### src/rtl/vram_arbiter_if.sv
// rtl/vram_arbiter_if.sv - video/CPU/RAM signal bundle for the character RAM arbiter
interface vram_arbiter_if #(
    parameter int AW = 12,
    parameter int DW = 8
);
    logic          v_req;
    logic [AW-1:0] v_addr;
    logic          v_valid;
    logic [DW-1:0] v_data;
    logic          v_overrun;

    logic          c_req;
    logic          c_we;
    logic [AW-1:0] c_addr;
    logic [DW-1:0] c_wdata;
    logic          c_ack;
    logic [DW-1:0] c_rdata;

    logic [AW-1:0] mem_a;
    logic [DW-1:0] mem_d;
    logic          mem_w;
    logic [DW-1:0] mem_q;

    // Environment side: video fetcher, CPU bus and the RAM itself
    modport master (
        output v_req, v_addr, c_req, c_we, c_addr, c_wdata, mem_q,
        input  v_valid, v_data, v_overrun, c_ack, c_rdata, mem_a, mem_d, mem_w
    );

    modport slave (
        input  v_req, v_addr, c_req, c_we, c_addr, c_wdata, mem_q,
        output v_valid, v_data, v_overrun, c_ack, c_rdata, mem_a, mem_d, mem_w
    );
endinterface

### src/rtl/vram_arbiter.sv
// rtl/vram_arbiter.sv - fixed-priority video/CPU arbiter for one single-port character RAM port
module vram_arbiter #(
    parameter int AW     = 12,
    parameter int DW     = 8,
    parameter int STARVE = 4
) (
    input  logic          clock,
    input  logic          reset,
    vram_arbiter_if.slave bus
);
    localparam logic [7:0] STARVE_L = 8'(STARVE);

    logic          v_pend_q,    v_pend_d;
    logic [AW-1:0] v_addr_q,    v_addr_d;
    logic          v_overrun_q, v_overrun_d;
    logic          c_busy_q,    c_busy_d;
    logic [7:0]    starve_q,    starve_d;
    logic [AW-1:0] mem_a_q,     mem_a_d;
    logic [DW-1:0] mem_d_q,     mem_d_d;
    logic          mem_w_q,     mem_w_d;
    logic          tag_v_q,     tag_v_d;
    logic          tag_c_q,     tag_c_d;
    logic          v_valid_q,   v_valid_d;
    logic          c_ack_q,     c_ack_d;

    logic          v_cand;
    logic [AW-1:0] v_gaddr;
    logic          c_pend;
    logic          grant_v;
    logic          grant_c;

    always_comb begin
        // A fresh v_req can be granted straight away when the slot is empty
        v_cand  = v_pend_q | bus.v_req;
        v_gaddr = v_pend_q ? v_addr_q : bus.v_addr;
        c_pend  = bus.c_req & ~c_busy_q & ~c_ack_q;
        grant_v = v_cand & (~c_pend | (starve_q < STARVE_L));
        grant_c = c_pend & ~grant_v;

        v_pend_d    = v_pend_q;
        v_addr_d    = v_addr_q;
        v_overrun_d = v_overrun_q;
        if (bus.v_req) begin
            if (v_pend_q) begin
                v_pend_d = 1'b1;
                v_addr_d = bus.v_addr;
                if (!grant_v) begin
                    v_overrun_d = 1'b1;
                end
            end else if (!grant_v) begin
                v_pend_d = 1'b1;
                v_addr_d = bus.v_addr;
            end
        end else if (grant_v) begin
            v_pend_d = 1'b0;
        end

        starve_d = (c_pend && grant_v) ? starve_q + 8'd1 : 8'd0;
        c_busy_d = grant_c ? 1'b1 : (c_ack_q ? 1'b0 : c_busy_q);

        mem_a_d = mem_a_q;
        mem_d_d = mem_d_q;
        mem_w_d = 1'b0;
        if (grant_v) begin
            mem_a_d = v_gaddr;
        end else if (grant_c) begin
            mem_a_d = bus.c_addr;
            mem_d_d = bus.c_wdata;
            mem_w_d = bus.c_we;
        end

        // Return tag travels with mem_a; RAM data lands one cycle later
        tag_v_d   = grant_v;
        tag_c_d   = grant_c;
        v_valid_d = tag_v_q;
        c_ack_d   = tag_c_q;
    end

    always_ff @(posedge clock) begin
        if (reset) begin
            v_pend_q    <= 1'b0;
            v_addr_q    <= '0;
            v_overrun_q <= 1'b0;
            c_busy_q    <= 1'b0;
            starve_q    <= 8'd0;
            mem_a_q     <= '0;
            mem_d_q     <= '0;
            mem_w_q     <= 1'b0;
            tag_v_q     <= 1'b0;
            tag_c_q     <= 1'b0;
            v_valid_q   <= 1'b0;
            c_ack_q     <= 1'b0;
        end else begin
            v_pend_q    <= v_pend_d;
            v_addr_q    <= v_addr_d;
            v_overrun_q <= v_overrun_d;
            c_busy_q    <= c_busy_d;
            starve_q    <= starve_d;
            mem_a_q     <= mem_a_d;
            mem_d_q     <= mem_d_d;
            mem_w_q     <= mem_w_d;
            tag_v_q     <= tag_v_d;
            tag_c_q     <= tag_c_d;
            v_valid_q   <= v_valid_d;
            c_ack_q     <= c_ack_d;
        end
    end

    assign bus.v_valid   = v_valid_q;
    assign bus.v_data    = bus.mem_q;
    assign bus.v_overrun = v_overrun_q;
    assign bus.c_ack     = c_ack_q;
    assign bus.c_rdata   = bus.mem_q;
    assign bus.mem_a     = mem_a_q;
    assign bus.mem_d     = mem_d_q;
    assign bus.mem_w     = mem_w_q;
endmodule

### src/flat_wrapper.sv
// flat-port wrapper written by rule: the top's interface ports become plain ports
module vram_arbiter_flat 
#(
    parameter int AW     = 12,
    parameter int DW     = 8,
    parameter int STARVE = 4
)
  (clock, reset, bus_v_req, bus_v_addr, bus_c_req, bus_c_we, bus_c_addr, bus_c_wdata, bus_mem_q, bus_v_valid, bus_v_data, bus_v_overrun, bus_c_ack, bus_c_rdata, bus_mem_a, bus_mem_d, bus_mem_w);
  vram_arbiter_if #(.AW(AW), .DW(DW)) bus_i ();
  input  logic clock;
  input  logic reset;
  input wire logic [$bits(bus_i.v_req)-1:0] bus_v_req;
  input wire logic [$bits(bus_i.v_addr)-1:0] bus_v_addr;
  input wire logic [$bits(bus_i.c_req)-1:0] bus_c_req;
  input wire logic [$bits(bus_i.c_we)-1:0] bus_c_we;
  input wire logic [$bits(bus_i.c_addr)-1:0] bus_c_addr;
  input wire logic [$bits(bus_i.c_wdata)-1:0] bus_c_wdata;
  input wire logic [$bits(bus_i.mem_q)-1:0] bus_mem_q;
  output wire logic [$bits(bus_i.v_valid)-1:0] bus_v_valid;
  output wire logic [$bits(bus_i.v_data)-1:0] bus_v_data;
  output wire logic [$bits(bus_i.v_overrun)-1:0] bus_v_overrun;
  output wire logic [$bits(bus_i.c_ack)-1:0] bus_c_ack;
  output wire logic [$bits(bus_i.c_rdata)-1:0] bus_c_rdata;
  output wire logic [$bits(bus_i.mem_a)-1:0] bus_mem_a;
  output wire logic [$bits(bus_i.mem_d)-1:0] bus_mem_d;
  output wire logic [$bits(bus_i.mem_w)-1:0] bus_mem_w;
  assign bus_i.v_req = bus_v_req;
  assign bus_i.v_addr = bus_v_addr;
  assign bus_i.c_req = bus_c_req;
  assign bus_i.c_we = bus_c_we;
  assign bus_i.c_addr = bus_c_addr;
  assign bus_i.c_wdata = bus_c_wdata;
  assign bus_i.mem_q = bus_mem_q;
  assign bus_v_valid = bus_i.v_valid;
  assign bus_v_data = bus_i.v_data;
  assign bus_v_overrun = bus_i.v_overrun;
  assign bus_c_ack = bus_i.c_ack;
  assign bus_c_rdata = bus_i.c_rdata;
  assign bus_mem_a = bus_i.mem_a;
  assign bus_mem_d = bus_i.mem_d;
  assign bus_mem_w = bus_i.mem_w;
  vram_arbiter #(.AW(AW), .DW(DW), .STARVE(STARVE)) u_core (.clock(clock), .reset(reset), .bus(bus_i));
endmodule
### config.mk
export PLATFORM = sky130hd
export DESIGN_NAME = vram_arbiter_flat
export DESIGN_NICKNAME = d
export VERILOG_FILES = /design/src/rtl/vram_arbiter_if.sv /design/src/rtl/vram_arbiter.sv /design/src/flat_wrapper.sv
export SDC_FILE = /design/constraint.sdc
export NUM_CORES = 1
export LEC_CHECK = 0
export BUFFER_PORTS_ARGS = -buffer_cell sky130_fd_sc_hd__buf_2
export CORE_ASPECT_RATIO = 0.6
export CORE_MARGIN = 5
export CORE_UTILIZATION = 45
export CTS_CLUSTER_SIZE = 24
export DETAILED_ROUTE_END_ITERATION = 10
export PLACE_DENSITY = 0.76
export SLEW_MARGIN = 20
export SYNTH_ARGS = -nofsm -noshare
export SYNTH_HDL_FRONTEND = slang
export SYNTH_SLANG_ARGS = --single-unit
### constraint.sdc
create_clock -name clock -period 2 [get_ports clock]
set_input_delay 0.1 -clock clock [delete_from_list [all_inputs] [get_ports clock]]
set_output_delay 0.1 -clock clock [all_outputs]
set_load 0.02 [all_outputs]
==> run metrics, run 1 <==
status=finished clean; CP endpoint=u_core.bus.mem_a[2]$_SDFFE_PP0P_; sequential share of the synthesized area=0.472; CP startpoint kind=flip-flop; area occupied by multi-input gates=896 sq um; clock skew=0.00678 ns; worst flop-to-flop path startpoint=u_core.v_pend_q$_SDFFE_PP0P_; critical path's top delay family=simple AND/OR/NAND/NOR gates; layout cells sized above 1=0.329; antenna cells=0; fin crit share=0.845; Setup-failing EPs final=0; Slew HR=0.373; Worst R2R Path Depth=3; Min-Delay Startpoint=bus_c_we; CP Cell Sequence=or2_1, nor3b_2, a221o_2; die area=0.00601 sq mm; DRT iter0 DRCs=42; pwr dens=814 mW/mm^2; clock transition at the registers of the reported paths=0.09 ns; postcts setup bufs=0; global-route wire length before repair=7.15 mm; critical path class=reg2reg; clock root buffer=clkbuf_8; slowest stage delay, CP=0.76 ns; Worst Path Required=2.24 ns; Placer Congestion=0.754; unique cell type count in the Yosys netlist=30; DRC violations left=0; fmax=592 MHz; Synth warnings=0; Hold Vio Cnt, Final=0; CTS buffer count=5; Worst-Skew Late Latency=0.29 ns; final layout net count=292; GRT Residual Overflow=0; Fill cells=419; P_leak=0.00104 uW; port bufs=60; setup repair after global routing missed its margin=false; CP max FO=12; Crit-path slowest cell=nor3b_2; flops & latches, synth=48; Pwr Total=1940 uW; Worst EP arrival=1.93 ns; Post-Route Setup TNS=0 ns; worst vdd ir=0.327 mV; Sequential Area=961 sq um; leading post-synthesis cells by cell area=dfxtp_1 (47%), mux2i_1 (16%), nand2b_1 (7.4%), buf_4 (5.9%), a221o_1 (5.4%); Worst Hold Class=in2reg; WP depth=3; CTS tree=built; GRT Util Overall=0.144; Hold-fix buffers, CTS=0; DRT Pass-1 Iters=4; Worst Setup End Kind=flip-flop; max-slew violation count=0; Area growth, synth to finish=17.0%; Buf/Inv on CP=0; die width=96.8 microns; Reg2Reg Capture Point=u_core.bus.mem_a[2]$_SDFFE_PP0P_; wirelength, routed=4.26 mm; Mean Syn Cell Area=10.4 sq um; routed len/inst=13.9 microns; core area=0.00423 sq mm; number of global-route vias before repair=1,490; Syn Inst Count=195; fin util=0.562; CTS Buffer Depth=2; I/O pin cnt=85; Die H=62.1 microns; CTS sink cnt=48; Via density=4.90; # resized after CTS=0; Vias=1,498; # rows=18; Initial Util=0.481; largest net degree at the start of global routing=22; synthesized cell area=0.00204 sq mm; initial antenna violation count=0; share of the synthesized area in the top cell type=0.472; # Max-Cap Violations=0; post-route ant nets=0; worst setup path startpoint=u_core.v_pend_q$_SDFFE_PP0P_; DPL Wire Length=3.21 mm; slew of the pin with the lowest slew margin=0.936 ns; min Tclk post-route=1.69 ns; R2R Setup Slk=0.31 ns; dominant cell type by area after synthesis=dfxtp_1; final hold slack=0.0192 ns; Max H-tree Level=2
[metal layers]
metal / track usage / up-vias / routed length, microns
met5: 0 / - / 0
met4: 0.0175 / 0 / 22
met3: 0.0613 / 4 / 277
met2: 0.219 / 49 / 1810
met1: 0.195 / 696 / 2150
li1: - / 749 / -
[where the power goes]
group          total [uW]  leakage, uW  internal [uW]  switching (uW)
clock                 543    0.0000400            237             306
sequential           1050     0.000395           1020            32.9
combinational         341     0.000609            155             187
[flip-flops by register name (all words and copies together), names as in the netlist]
register / cells
u_core.bus.c_ack: 1
u_core.bus.mem_a: 12
u_core.bus.mem_d: 8
u_core.bus.mem_w: 1
u_core.bus.v_overrun: 1
u_core.bus.v_valid: 1
u_core.c_ack_d: 1
u_core.c_busy_q: 1
u_core.starve_q: 8
u_core.tag_v_q: 1
u_core.v_addr_q: 12
u_core.v_pend_q: 1
[synth_stat cells (all sizes together)]
cell,instances
clkbuf,6
nor2b,3
o21ai,1
xnor2,1
inv,2
or3b,1
a31oi,2
nor4,1
nand3,1
dfxtp,48
and2,1
nand2b,24
o21bai,1
buf,22
nor3b,1
nor3,12
or2,1
nor2,16
mux2i,32
nand2,1
ha,1
a221o,12
conb,1
o21a,1
a21oi,3
[cell families (layout without fill, tap and decap cells)]
family / after synthesis / after routing / share of synthesized area
AO/OA/AOI/OAI: 20 / 20 / 0.0848
XOR/XNOR: 1 / 1 / 0.00430
adder cells (fa/ha/maj): 1 / 1 / 0.00615
buffers and inverters: 30 / 77 / 0.0977
flip-flops: 48 / 48 / 0.472
multiplexers: 32 / 32 / 0.157
other: 1 / 5 / 0.00184
AND/OR/NAND/NOR: 62 / 62 / 0.176
[metrics by stage]
step	std cells	worst slack [ns]	cell area, sq um
6_report	306	0.310	2380
5_1_grt	306	0.234	2380
4_1_cts	306	0.323	2380
3_5_place_dp	299	0.359	2300
3_3_place_gp	299	0.423	2300
2_1_floorplan	199	0.327	2050
[worst min path at each step]
stage / cells past startpoint / to / slack, ns
floorplan: 1 / u_core.bus.mem_w$_SDFF_PP0_ / 0.22
global placement: 0 / bus_c_rdata[1] / 0.20
detailed placement: 0 / bus_c_rdata[1] / 0.20
CTS: 2 / u_core.bus.mem_a[8]$_SDFFE_PP0P_ / 0.01
global route: 2 / u_core.bus.mem_a[8]$_SDFFE_PP0P_ / 0.01
finish: 2 / u_core.bus.mem_w$_SDFF_PP0_ / 0.02
[placed cells by master (no fill, tap or decap)]
cell,instances
buf_2,60
dfxtp_1,48
mux2i_1,32
nand2b_1,24
nor2_1,16
nor3_1,12
a221o_1,11
buf_4,8
clkbuf_8,5
conb_1,5
a31oi_1,2
inv_1,2
a21oi_1,2
nor2b_1,2
nor4_4,1
or2_1,1
or3b_4,1
nor2b_4,1
nor3b_2,1
a21oi_2,1
o21bai_1,1
and2_1,1
o21a_1,1
nand2_1,1
o21ai_0,1
a221o_2,1
nand3_1,1
xnor2_1,1
ha_1,1
clkinvlp_4,1
clkinv_2,1
[layout make-up]
| cell class | count | share of cell area |
|---|---|---|
| sequential | 48 | 0.404 |
| clock buffer | 5 | 0.0289 |
| multi-input combinational | 121 | 0.376 |
| clock inverter | 2 | 0.00525 |
| timing repair buffer | 68 | 0.151 |
| tap | 60 | 0.0315 |
| inverter | 2 | 0.00315 |
Note: power is estimated with default switching activity, not from simulation.
==> inputs of run 2 (changes only) <==
Settings changed: ABC_AREA set to 1, PLACE_DENSITY 0.76 to 0.75.
Clock period 2 ns to 1.7 ns, I/O delays scaled along.
==> run 2 against run 1 <==
Net effect:
- sequential cell count is the same
- cell count increased by 28%
- sequential share of layout area down 0.71 points
- sequential power grew 18%
- synthesized cell count grew 45%
- die area increased by 3.2%
- register-to-register slack got worse by 0.08 ns
- final area increased by 1.8%
- first-iteration DRC count grew to 3.2 times the previous value
- clock skew grew 0.0046 ns
- clock-buffer cell count unchanged
- critical path type unchanged
- critical endpoint is now u_core.bus.mem_a[3]$_SDFFE_PP0P_
==> run metrics, run 2 <==
status=finished clean; clock transition at the registers of the reported paths=0.10 ns (about the same); die area=0.00621 sq mm (+3.2%); sequential share of the synthesized area=0.455 (-0.0168); CTS buffer count=5 (unchanged); Max H-tree Level=2 (unchanged); Synth warnings=0 (unchanged); DRC violations left=0 (unchanged); dominant cell type by area after synthesis=dfxtp_1; commonest non-fill, non-tap cells in the layout=nand2_1 (82), buf_2 (60), dfxtp_1 (48); initial antenna violation count=0 (unchanged); final layout net count=374 (+28%); layout cells sized above 1=0.252 (-0.0770); R2R Setup Slk=0.23 ns (-0.08 ns); CTS tree=built; Worst-Skew Late Latency=0.31 ns (+0.02 ns); Syn Inst Count=282 (+45%); number of global-route vias before repair=1,709 (+15%); min Tclk post-route=1.47 ns (-0.224 ns); DP Cell Count=384 (+28%); Placer Congestion=0.826 (+9.6%); critical path class=reg2reg; most frequent cell after synthesis=nand2_1; Post-Route Setup TNS=0 ns (unchanged); Initial Util=0.462 (-0.0183); leading post-synthesis cells by cell area=dfxtp_1 (46%), nand2_1 (15%), nand3_1 (8.3%), buf_4 (6.8%), a21oi_1 (5.2%); post-route ant nets=0 (unchanged); Worst EP arrival=1.67 ns (-0.26 ns); final worst slack=0.234 ns (-0.0756 ns); unique cell type count in the Yosys netlist=26 (-13%); synthesized cell area=0.00211 sq mm (+3.7%); final hold slack=0.0156 ns (-0.00360 ns); flops & latches, synth=48 (unchanged); largest net degree at the start of global routing=29 (+32%); Setup-failing EPs final=0 (unchanged); Hold-fix buffers, CTS=0 (unchanged); Worst Hold Class=in2reg; max-slew violation count=0 (unchanged); Worst Path Required=1.91 ns (-0.33 ns); CTS Buffer Depth=2 (unchanged); Vias=1,864 (+24%); postcts setup bufs=0 (unchanged); Mean Syn Cell Area=7.49 sq um (-28%); Die H=63.1 microns (+1.5%); Most used DFF post-synth=dfxtp_1; CP startpoint kind=flip-flop; fin crit share=0.862 (+0.0171); pre-CTS WS=0.140 ns (-0.218 ns); Worst Setup End Kind=flip-flop; Area growth, synth to finish=14.8%; I/O pin cnt=85 (unchanged); Pwr Total=2400 uW (+24%); # Max-Cap Violations=0 (unchanged); GRT Residual Overflow=0 (unchanged); Fill cells=468 (+12%); GRT Util Overall=0.164 (+0.0205); # resized after CTS=0 (unchanged); Sequential Area=961 sq um (unchanged); routed len/inst=12.9 microns (-7.0%); non-filler instance count after layout=392 (+28%); top cells by count, synth=nand2_1 (83), dfxtp_1 (48), nand3_1 (35), a21oi_1 (22), inv_1 (22); CP max FO=23 (+11); CTS sink cnt=48 (unchanged); setup repair after global routing missed its margin=false; die width=98.4 microns (+1.6%); EDFF count, synth=0 (unchanged); commonest non-fill, non-tap cell in the layout=nand2_1; Async S/R FF share, synth=0 (unchanged); worst vdd ir=0.496 mV (+52%); antenna cells=0 (unchanged); port bufs=60 (unchanged); Hold Vio Cnt, Final=0 (unchanged); P_leak=0.00120 uW (+15%); share of the synthesized area in the top cell type=0.455 (-0.0168); pwr dens=990 mW/mm^2 (+22%); clock root buffer=clkbuf_8; DRT iter0 DRCs=136 (+220%); wirelength, routed=5.07 mm (+19%); clock skew=0.0114 ns (+0.00458 ns); area occupied by multi-input gates=860 sq um (-4.1%); DPL Wire Length=3.75 mm (+17%); Via density=4.76 (-2.9%); global-route wire length before repair=8.16 mm (+14%); DRT Pass-1 Iters=4 (unchanged); # rows=19 (+1); core area=0.00456 sq mm (+7.8%); fmax=682 MHz (+15%)
-- run 2: critical path, stage by stage (launching register included) --
cell and delay, ns:
dfxtp_1 0.36, nor3_4 0.24, nand2_4 0.13, nand2_4 0.22, inv_1 0.15, nand2_1 0.11
nand3_1 0.07, nand2_1 0.06, inv_1 0.03
-- run 2: through the flow --
stage	cell area, sq um	utilization
after floorplan	2130	-
after global placement	2330	0.510
after detailed placement	2330	0.510
after CTS	2420	0.530
after global routing	2420	0.531
final	2420	0.531
-- run 2: worst paths after layout --
check | startpoint | endpoint | depth (start not counted)
worst max register to register | u_core.bus.c_ack$_SDFF_PP0_ | u_core.bus.mem_a[3]$_SDFFE_PP0P_ | 8
worst min register to register | u_core.tag_v_q$_SDFF_PP0_ | u_core.bus.v_valid$_SDFF_PP0_ | 2
worst max-delay path | u_core.bus.c_ack$_SDFF_PP0_ | u_core.bus.mem_a[3]$_SDFFE_PP0P_ | 8
worst min-delay path | bus_c_we | u_core.bus.mem_w$_SDFF_PP0_ | 2
-- run 2: area by class of cell --
| cell class | count | share of cell area |
|---|---|---|
| inverters | 23 | 0.0356 |
| multi-input cells | 184 | 0.355 |
| flip-flops and latches | 48 | 0.396 |
| repair buffers | 66 | 0.142 |
| clock inverters | 3 | 0.00981 |
| well taps | 63 | 0.0325 |
| clock buffers | 5 | 0.0284 |
-- run 2: where the power goes --
group | internal (uW) | switching (uW) | total [uW] | leakage, uW
clock | 292 | 402 | 694 | 0.0000404
sequential | 1200 | 40.3 | 1240 | 0.000395
combinational | 162 | 298 | 460 | 0.000768
-- run 2: cell families after synthesis --
family | Yosys count | synth area share
other | 1 | 0.00178
and+or+nand+nor | 136 | 0.283
xor gates and xnor gates | 1 | 0.00415
AOI/OAI and AO/OA | 41 | 0.104
DFF | 48 | 0.455
adders and majority gates | 1 | 0.00593
buffers and inverters | 54 | 0.146
-- run 2: metal layers --
layer / track usage / share of wire
met5: 0 / 0
met4: 0.0477 / 0.0069
met3: 0.0717 / 0.12
met2: 0.209 / 0.38
met1: 0.245 / 0.49
==> inputs of run 3 (changes only) <==
Settings changed: CORE_MARGIN 5 to 3, CORE_UTILIZATION 45 to 43.
Clock period 1.7 ns to 1.3 ns, I/O delays scaled along.
==> run 3 against run 2 <==
Net effect:
- clock skew barely moved
- final area rose by 6.3%
- hold slack got worse by 0.0031 ns
- cell count rose by 2.3%
- sequential cell count did not move
- global-route usage rose by 1.0 points
- non-clock buffer count rose by 8
- critical path type unchanged
- highest routed layer unchanged
==> run metrics, run 3 (synthesis gave the netlist of run 2 again) <==
clock skew=0.0109 ns (-0.000480 ns); # rows=19 (unchanged); DPL Wire Length=3.71 mm (-0.99%); DRT iter0 DRCs=139 (+2.2%); initial antenna violation count=0 (unchanged); max-slew violation count=0 (unchanged); # Max-Cap Violations=0 (unchanged); CTS Buffer Depth=2 (unchanged); Vias=1,906 (+2.3%); port bufs=60 (unchanged); global-route wire length before repair=7.70 mm (-5.7%); Global Route met2 Usage=0.226 (+0.0177); core area=0.00466 sq mm (+2.1%); Worst-Skew Late Latency=0.29 ns (-0.02 ns); Max H-tree Level=2 (unchanged); met1 Use GR=0.273 (+0.0280); Hold Vio Cnt, Final=0 (unchanged); R2R Setup Slk=0.05 ns (-0.19 ns); post-route cell area=0.00258 sq mm (+6.3%); fin crit share=0.963 (+0.101); Initial Util=0.453 (-0.00944); pwr dens=1250 mW/mm^2 (+26%); final hold slack=0.0126 ns (-0.00307 ns); critical path class=reg2reg; Placer Congestion=0.770 (-6.8%); DP Cell Count=391 (+1.8%); commonest non-fill, non-tap cells in the layout=nand2_1 (82), buf_2 (60), dfxtp_1 (46); clock transition at the registers of the reported paths=0.08 ns (-0.02 ns); Hold-fix buffers, CTS=0 (unchanged); Post-Route Setup TNS=0 ns (unchanged); commonest non-fill, non-tap cell in the layout=nand2_1; Worst EP arrival=1.42 ns (-0.25 ns); Setup-failing EPs final=0 (unchanged); GRT Util Overall=0.174 (+0.0101); min Tclk post-route=1.25 ns (-0.214 ns); routed len/inst=12.5 microns (-3.1%); clock root buffer=clkbuf_8; fmax=799 MHz (+17%); non-filler instance count after layout=401 (+2.3%); Worst Hold Class=in2reg; Via density=4.75 (about the same); antenna cells=0 (unchanged); die width=96.5 microns (-2.0%); Worst Path Required=1.46 ns (-0.45 ns); DRT Pass-1 Iters=4 (unchanged); status=finished clean; wirelength, routed=5.03 mm (-0.91%); DRC violations left=0 (unchanged); final layout net count=383 (+2.4%); CP max FO=11 (-52%); largest net degree at the start of global routing=29 (unchanged); worst vdd ir=0.556 mV (+12%); Area growth, synth to finish=22.1%; placed cell area=0.00242 sq mm (+3.9%); Pwr Total=3220 uW (+34%); busiest grt layer=met1; number of global-route vias before repair=1,650 (-3.5%); CP startpoint kind=flip-flop; CTS buffer count=5 (unchanged); CTS sink cnt=48 (unchanged); P_leak=0.00128 uW (+6.2%); layout cells sized above 1=0.287 (+0.0347); die area=0.00581 sq mm (-6.3%); setup repair after global routing missed its margin=true; CTS tree=built; GRT Residual Overflow=0 (unchanged); met3 usage=0.0516 (-0.0201); Worst Setup End Kind=flip-flop; post-route ant nets=0 (unchanged); I/O pin cnt=85 (unchanged); Die H=60.3 microns (-4.4%)
run 3: worst paths after layout:
kind / end / start / cells after the start
min: u_core.bus.mem_w$_SDFF_PP0_ / bus_c_we / 2
max reg2reg: u_core.bus.mem_d[4]$_SDFFE_PP0P_ / u_core.c_busy_q$_SDFFE_PP0P_ / 6
max: u_core.bus.mem_d[4]$_SDFFE_PP0P_ / u_core.c_busy_q$_SDFFE_PP0P_ / 6
min reg2reg: u_core.bus.c_ack$_SDFF_PP0_ / u_core.c_ack_d$_SDFF_PP0_ / 2
run 3: layout make-up:
cell class,count,area (sq um)
Multi-Input combinational cell,185,907
Tap cell,63,78.8
Timing Repair Buffer,74,450
Clock buffer,8,90.1
Inverter,23,86.3
Sequential cell,48,963
Fill cell,465,2080
run 3: what timing repair did:
item	in CTS	in global routing
buffers inserted	0	1
pin swaps	4	3
resized for setup	2	12
endpoints found under the setup margin	4	38
cloned	0	1
run 3: critical path, stage by stage, from the launching register on:
cell	delay, ns
dfxtp_2	0.34
nor3_4	0.23
buf_4	0.21
nand2_1	0.10
buf_12	0.15
nand2_1	0.05
a21oi_1	0.06
run 3: per-stage QoR:
stage,setup slack (ns),utilization
global route,-0.0411,0.553
finish,0.0482,0.553
floorplan,0.0451,-
global placement,0.0420,0.519
detailed placement,0.000918,0.519
CTS,0.000139,0.540
run 3: metal layers:
metal	routed length, microns	up-vias
met4	39	0
li1	-	988
met3	547	5
met2	1970	79
met5	0	-
met1	2470	834
run 3: power by group:
part	switching, uW	internal, uW	leakage [uW]	total, uW
sequential	51.4	1580	0.000396	1630
clock	454	434	0.0000455	888
combinational	423	277	0.000837	701
total	929	2290	0.00128	3220
